### src/rtl/key_cmd_if.sv
// Keyboard-event / game-command bus between the PS/2 reader side and the command scheduler.
// The master drives key events and acks; the slave (scheduler) returns the queued commands.
interface key_cmd_if #(
  parameter int unsigned DEPTH = 4
);
  localparam int unsigned CW = $clog2(DEPTH) + 1;

  logic [7:0]    ascii;
  logic          key_break;
  logic          ready;
  logic          enable;
  logic          flush;
  logic          cmd_ack;
  logic          cmd_valid;
  logic [2:0]    cmd;
  logic [CW-1:0] count;
  logic          overflow;

  modport master (
    output ascii, key_break, ready, enable, flush, cmd_ack,
    input  cmd_valid, cmd, count, overflow
  );

  modport slave (
    input  ascii, key_break, ready, enable, flush, cmd_ack,
    output cmd_valid, cmd, count, overflow
  );
endinterface

### src/rtl/key_cmd_scheduler.sv
// Turns PS/2 key events into a FIFO of 3-bit PushBox commands.
// It case-folds keys, suppresses typematic repeats, and is drained by a valid/ack handshake.
module key_cmd_scheduler #(
  parameter int unsigned DEPTH = 4
) (
  input logic     clk,
  input logic     rst,
  key_cmd_if.slave bus
);
  localparam int unsigned AW = (DEPTH > 1) ? $clog2(DEPTH) : 1;
  localparam int unsigned CW = $clog2(DEPTH) + 1;

  logic          ready_q;
  logic          ready_hold;
  logic          ev_valid;
  logic          ev_break;
  logic [7:0]    ev_ascii;
  logic          held_valid;
  logic [7:0]    held_ascii;
  logic [2:0]    mem [DEPTH];
  logic [AW-1:0] rd_ptr;
  logic [AW-1:0] wr_ptr;
  logic [CW-1:0] cnt;
  logic          cmd_valid_q;
  logic [2:0]    cmd_q;
  logic          overflow_q;

  logic          event_c;
  logic [7:0]    fold_c;
  logic          map_hit_c;
  logic [2:0]    map_cmd_c;
  logic          is_repeat_c;
  logic          push_req_c;
  logic          pop_c;
  logic          full_c;
  logic          push_c;
  logic          drop_c;
  logic [AW-1:0] rd_next_c;
  logic [CW-1:0] cnt_next_c;
  logic [2:0]    head_next_c;

  // ready_hold masks a ready level that was already high when reset was released
  assign event_c = bus.ready & ~ready_q & ~ready_hold;
  assign fold_c  = (bus.ascii >= 8'h41 && bus.ascii <= 8'h5A) ? bus.ascii + 8'h20 : bus.ascii;

  always_comb begin
    map_hit_c = 1'b1;
    map_cmd_c = 3'd0;
    case (ev_ascii)
      8'h77:   map_cmd_c = 3'd0;   // w
      8'h73:   map_cmd_c = 3'd1;   // s
      8'h61:   map_cmd_c = 3'd2;   // a
      8'h64:   map_cmd_c = 3'd3;   // d
      8'h75:   map_cmd_c = 3'd4;   // u
      8'h72:   map_cmd_c = 3'd5;   // r
      8'h6E:   map_cmd_c = 3'd6;   // n
      8'h70:   map_cmd_c = 3'd7;   // p
      default: map_hit_c = 1'b0;
    endcase
  end

  always_comb begin
    is_repeat_c = held_valid && (ev_ascii == held_ascii);
    push_req_c  = ev_valid & ~ev_break & ~is_repeat_c & map_hit_c & bus.enable;
    pop_c       = (cnt != '0) & bus.cmd_ack;
    full_c      = (cnt == CW'(DEPTH));
    push_c      = push_req_c & (~full_c | pop_c);
    drop_c      = push_req_c & full_c & ~pop_c;
    rd_next_c   = pop_c ? rd_ptr + AW'(1) : rd_ptr;
    cnt_next_c  = cnt + CW'(push_c) - CW'(pop_c);
    // A push into a queue that is (or becomes) empty bypasses memory onto the head
    head_next_c = (push_c && (cnt - CW'(pop_c)) == '0) ? map_cmd_c : mem[rd_next_c];
  end

  always_ff @(posedge clk) begin
    if (!rst && !bus.flush && push_c) mem[wr_ptr] <= map_cmd_c;
  end

  always_ff @(posedge clk) begin
    if (rst) begin
      ready_q     <= 1'b0;
      ready_hold  <= bus.ready;
      ev_valid    <= 1'b0;
      ev_break    <= 1'b0;
      ev_ascii    <= 8'h00;
      held_valid  <= 1'b0;
      held_ascii  <= 8'h00;
      rd_ptr      <= '0;
      wr_ptr      <= '0;
      cnt         <= '0;
      cmd_valid_q <= 1'b0;
      cmd_q       <= 3'd0;
      overflow_q  <= 1'b0;
    end else begin
      ready_q    <= bus.ready;
      ready_hold <= ready_hold & bus.ready;
      if (bus.flush) begin
        ev_valid    <= 1'b0;
        ev_break    <= 1'b0;
        ev_ascii    <= 8'h00;
        held_valid  <= 1'b0;
        rd_ptr      <= '0;
        wr_ptr      <= '0;
        cnt         <= '0;
        cmd_valid_q <= 1'b0;
        cmd_q       <= 3'd0;
      end else begin
        ev_valid <= event_c;
        if (event_c) begin
          ev_ascii <= fold_c;
          ev_break <= bus.key_break;
        end
        // Held-key tracking: breaks release the held key, new makes replace it
        if (ev_valid) begin
          if (ev_break) begin
            if (is_repeat_c) held_valid <= 1'b0;
          end else if (!is_repeat_c) begin
            held_ascii <= ev_ascii;
            held_valid <= 1'b1;
          end
        end
        if (push_c) wr_ptr <= wr_ptr + AW'(1);
        rd_ptr      <= rd_next_c;
        cnt         <= cnt_next_c;
        cmd_valid_q <= (cnt_next_c != '0);
        cmd_q       <= (cnt_next_c != '0) ? head_next_c : 3'd0;
        if (drop_c) overflow_q <= 1'b1;
      end
    end
  end

  assign bus.cmd_valid = cmd_valid_q;
  assign bus.cmd       = cmd_q;
  assign bus.count     = cnt;
  assign bus.overflow  = overflow_q;
endmodule
### src/flat_wrapper.sv
// flat-port wrapper written by rule: the top's interface ports become plain ports
module key_cmd_scheduler_flat 
#(
  parameter int unsigned DEPTH = 4
)
  (clk, rst, bus_ascii, bus_key_break, bus_ready, bus_enable, bus_flush, bus_cmd_ack, bus_cmd_valid, bus_cmd, bus_count, bus_overflow);
  key_cmd_if #(.DEPTH(DEPTH)) bus_i ();
  input logic clk;
  input logic rst;
  input wire logic [$bits(bus_i.ascii)-1:0] bus_ascii;
  input wire logic [$bits(bus_i.key_break)-1:0] bus_key_break;
  input wire logic [$bits(bus_i.ready)-1:0] bus_ready;
  input wire logic [$bits(bus_i.enable)-1:0] bus_enable;
  input wire logic [$bits(bus_i.flush)-1:0] bus_flush;
  input wire logic [$bits(bus_i.cmd_ack)-1:0] bus_cmd_ack;
  output wire logic [$bits(bus_i.cmd_valid)-1:0] bus_cmd_valid;
  output wire logic [$bits(bus_i.cmd)-1:0] bus_cmd;
  output wire logic [$bits(bus_i.count)-1:0] bus_count;
  output wire logic [$bits(bus_i.overflow)-1:0] bus_overflow;
  assign bus_i.ascii = bus_ascii;
  assign bus_i.key_break = bus_key_break;
  assign bus_i.ready = bus_ready;
  assign bus_i.enable = bus_enable;
  assign bus_i.flush = bus_flush;
  assign bus_i.cmd_ack = bus_cmd_ack;
  assign bus_cmd_valid = bus_i.cmd_valid;
  assign bus_cmd = bus_i.cmd;
  assign bus_count = bus_i.count;
  assign bus_overflow = bus_i.overflow;
  key_cmd_scheduler #(.DEPTH(DEPTH)) u_core (.clk(clk), .rst(rst), .bus(bus_i));
endmodule
### config.mk
export PLATFORM = sky130hd
export DESIGN_NAME = key_cmd_scheduler_flat
export DESIGN_NICKNAME = d
export VERILOG_FILES = /design/src/rtl/key_cmd_if.sv /design/src/rtl/key_cmd_scheduler.sv /design/src/flat_wrapper.sv
export SDC_FILE = /design/constraint.sdc
export NUM_CORES = 1
export LEC_CHECK = 0
export CAP_MARGIN = 20
export CORE_MARGIN = 10
export CORE_UTILIZATION = 45
export DETAILED_ROUTE_END_ITERATION = 16
export PLACE_DENSITY = 0.65
export SLEW_MARGIN = 20
export SYNTH_ARGS = -nofsm -noshare
export SYNTH_HDL_FRONTEND = slang
export SYNTH_SLANG_ARGS = --single-unit
### constraint.sdc
create_clock -name clk -period 3.3 [get_ports clk]
set_input_delay 0.495 -clock clk [delete_from_list [all_inputs] [get_ports clk]]
set_output_delay 0.495 -clock clk [all_outputs]
set_load 0.005 [all_outputs]
==> run_results.csv <==
group,metric,value,unit
outcome,status,"finished, final reports clean",
final_layout,nNetsFinal,289,
logic_synthesis,yosys.area_share.simple,17.89,%
clocking,cts_htree_levels,2,
sta,skew,0.01302,ns
sta,worst_pin_slew,0.6643,ns
power_and_ir_drop,power.leakage,1.035,nW
clocking,cts.sinks,45,
logic_synthesis,synth_top_family_by_area,"simple AND/OR/NAND/NOR gates",
global_routing,overflow,0,
sta,post-route-period-util,87.84,%
final_layout,fill_cells,480,
logic_synthesis,synthCells,244,
route,wl_per_cell,13.33,µm
setup_path,crit_family,"simple AND/OR/NAND/NOR gates",
setup_path,end_kind,"flop",
power_and_ir_drop,p_per_area,380.2,nW/µm²
final_layout,antenna_cells,0,
clocking,clk_path_buf_depth,2,
sta,rsz0062_at_grt,"no",
logic_synthesis,synthArstFlopShare,0,%
clocking,post_cts_buffers,0,
setup_path,r2r_slack,0.42,ns
final_layout,stdcell_area,2759,µm²
logic_synthesis,synth_mux_area_share,10.91,%
route,wirelength,4453,µm
global_routing,grt_util_all_layers,10.51,%
clocking,cts_tree,"built",
setup_path,cp-start-kind,"primary input",
final_layout,postLayoutCoreUtil,54.02,%
clocking,cts_root_buf,"clkbuf_8",
clocking,clk_latency,0.30,ns
setup_path,cp_data_arrival_time,3.10,ns
setup_path,critPathBufInv,3,
logic_synthesis,synth_cell_types,49,
setup_path,worstPathCellList,"clkdlybuf4s50_1 -> or4b_4 -> nor2b_4 -> and3_4 -> ha_1 -> inv_1 -> fa_1 -> xor2_1 -> xnor2_1 -> a31o_1 -> inv_1 -> a31o_1",
final_layout,area_growth,15.69,%
sta,slew_violations,0,
global_routing,grt_pass1_vias,1662,
logic_synthesis,synthesis.nets,270,
logic_synthesis,synth-edff-count,12,
logic_synthesis,ys_ff_latch,45,
floorplanning,initial_core_util,46.69,%
placed_design,gp_congestion,0.8005,
route,route.vias.total,1730,
setup_path,critical_path_depth,12,
logic_synthesis,avgSynthCellArea,9.774,µm²
setup_path,crit_required,3.50,ns
global_routing,antenna_found_initial,0,
setup_path,critPathLaunch,"bus_cmd_ack",
route,drt_iter0_markers,80,
final_layout,layout_commonest_cell,"dfxtp_1",
floorplanning,core-area,5107,µm²
clocking,numCtsBuffers,5,
sta,hold_viol,0,
placed_design,dpl_cell_area,2645,µm²
clocking,cts_hold_buffers,0,
global_routing,grt_pass1_wl,7472,µm
final_layout,final-seq-area,1021,µm²
logic_synthesis,ys.flop_type,"dfxtp_1",
sta,fmax,345.0,MHz
power_and_ir_drop,ir_worst_vdd,0.0001979,V
setup_path,critPathSlowestCell,"or4b_4",
final_layout,mostFrequentLayoutCells,"33 x dfxtp_1, 26 x nor2_1, 26 x mux2i_1, 22 x clkdlybuf4s50_1, 19 x nand2_1",
placed_design,portBuffers,22,
setup_path,rr_startpoint,"u_core.ev_ascii[3]",
route,ant_nets,0,
route,firstDrtPassIters,4,
floorplanning,io_pins,23,
setup_path,path_class,"in2reg",
floorplanning,die_w,92.80,µm
clocking,clkTransAtPathRegs,0.09,ns
placed_design,hpwl,3370,µm
final_layout,drive_gt1_share,7.197,%
route,vias_per_cell,5.180,
setup_path,path_max_fanout,7,
sta,finalSetupTns,0,ns
min_path,hold_path_class,"reg2reg",
setup_path,endpoint,"u_core.bus.cmd[1]",
clocking,cts_resized,0,
logic_synthesis,synth_xor_area_share,5.509,%
setup_path,critPathMaxStageDelay,0.53,ns
logic_synthesis,yosysWarnings,0,
logic_synthesis,synth-adder-area-share,6.086,%
setup_path,r2r_cells,13,
logic_synthesis,synth_area,2385,µm²
route,drcViolationCount,0,
floorplanning,dieArea,8611,µm²
sta,maxSlewHeadroom,55.31,%
logic_synthesis,synth_compound_area_share,11.49,%
sta,setup_violations,0,
global_routing,grt_max_degree,18,
floorplanning,die_y,92.80,µm
floorplanning,fp-row-count,26,
sta,finalCriticalPeriod,2.899,ns
logic_synthesis,ys_seq_area_share,42.81,%
run,max_cap_viol_count,0,
final_layout,multi_input_area,1237,µm²
setup_path,r2r-end,"u_core.bus.cmd[0]",
==> layout make-up <==
cell class,count,share of cell area (%)
clock buffer,7,3.900
clock inverter,1,0.2268
inverter,15,2.041
multi-input combinational,171,44.85
sequential,45,37.01
tap,70,3.175
timing repair buffer,25,8.798
==> cell families (layout without fill, tap and decap cells) <==
kind of cell,after synthesis,count (layout)
AND/OR/NAND/NOR,81,81
flip-flops,45,45
AO/OA/AOI/OAI,38,38
buffers and inverters,28,48
multiplexers,26,26
XOR/XNOR,15,15
adder cells (fa/ha/maj),11,11
==> layer usage <==
metal | global-route usage [%] | part of all wire (%) | up-vias | wire length [µm]
li1 | - | - | 897 | -
met1 | 11.16 | 46 | 803 | 2029
met2 | 18.87 | 50 | 24 | 2207
met3 | 3.471 | 3.5 | 6 | 157
met4 | 3.856 | 1.3 | 0 | 58
met5 | 0 | 0 | - | 0
==> synth_stat cells (all sizes together), types with 3 or more instances <==
master   n  area [µm²]
nor3     3       15.01
nand2   19       71.32
inv     15       56.30
nor2b    3       26.27
clkbuf   5       18.77
xnor2   13       113.9
a311oi   3       26.28
a31oi    3       18.77
dfxtp   33       660.6
and3     7       48.80
a21oi   12       60.06
edfxtp  12       360.4
a31o     4       35.03
o21ai    4       20.01
nand4b   3       26.28
nand4    5       31.28
ha      10       125.1
nor2    26       97.59
mux2i   26       260.3
buf      8       51.29
==> flip-flops by register name, indices dropped and copies added (netlist names), 2 cells and up <==
register	flops
u_core.held_ascii	8
u_core.mem	12
u_core.rd_ptr	2
u_core.bus.count	3
u_core.bus.cmd	3
u_core.wr_ptr	2
u_core.ev_ascii	8
==> worst min-delay path, cell delays in order (launching register included) <==
cell	delay, ns
dfxtp_1	0.32
nand2_1	0.05
a21oi_1	0.05
==> how the worst min path moves through the flow <==
stage                       from                 to  slack [ns]  cells after the start
2_1_floorplan  u_core.ready_hold  u_core.ready_hold        0.43                      1
6_report         u_core.ev_break    u_core.ev_break        0.46                      2
4_1_cts          u_core.ev_break    u_core.ev_break        0.46                      2
3_3_place_gp   u_core.ready_hold  u_core.ready_hold        0.43                      1
3_5_place_dp   u_core.ready_hold  u_core.ready_hold        0.44                      1
5_1_grt        u_core.ready_hold  u_core.ready_hold        0.49                      1
==> power breakdown <==
part / internal, mW / switching [mW]
Combinational: 0.0329 / 0.0315
Clock: 0.216 / 0.192
Sequential: 0.568 / 0.00738
==> stage by stage <==
step	hold WS (ns)	setup slack [ns]	cells	total power [mW]
after floorplan	0.4286	0.5453	244	0.6242
after global placement	0.4349	0.1299	326	0.6536
after detailed placement	0.4440	0.06418	326	0.6537
after CTS	0.4613	0.3821	334	1.060
after global routing	0.4870	0.1616	334	1.091
final	0.4598	0.4012	334	1.049
Power figures use the tool's default switching activity.
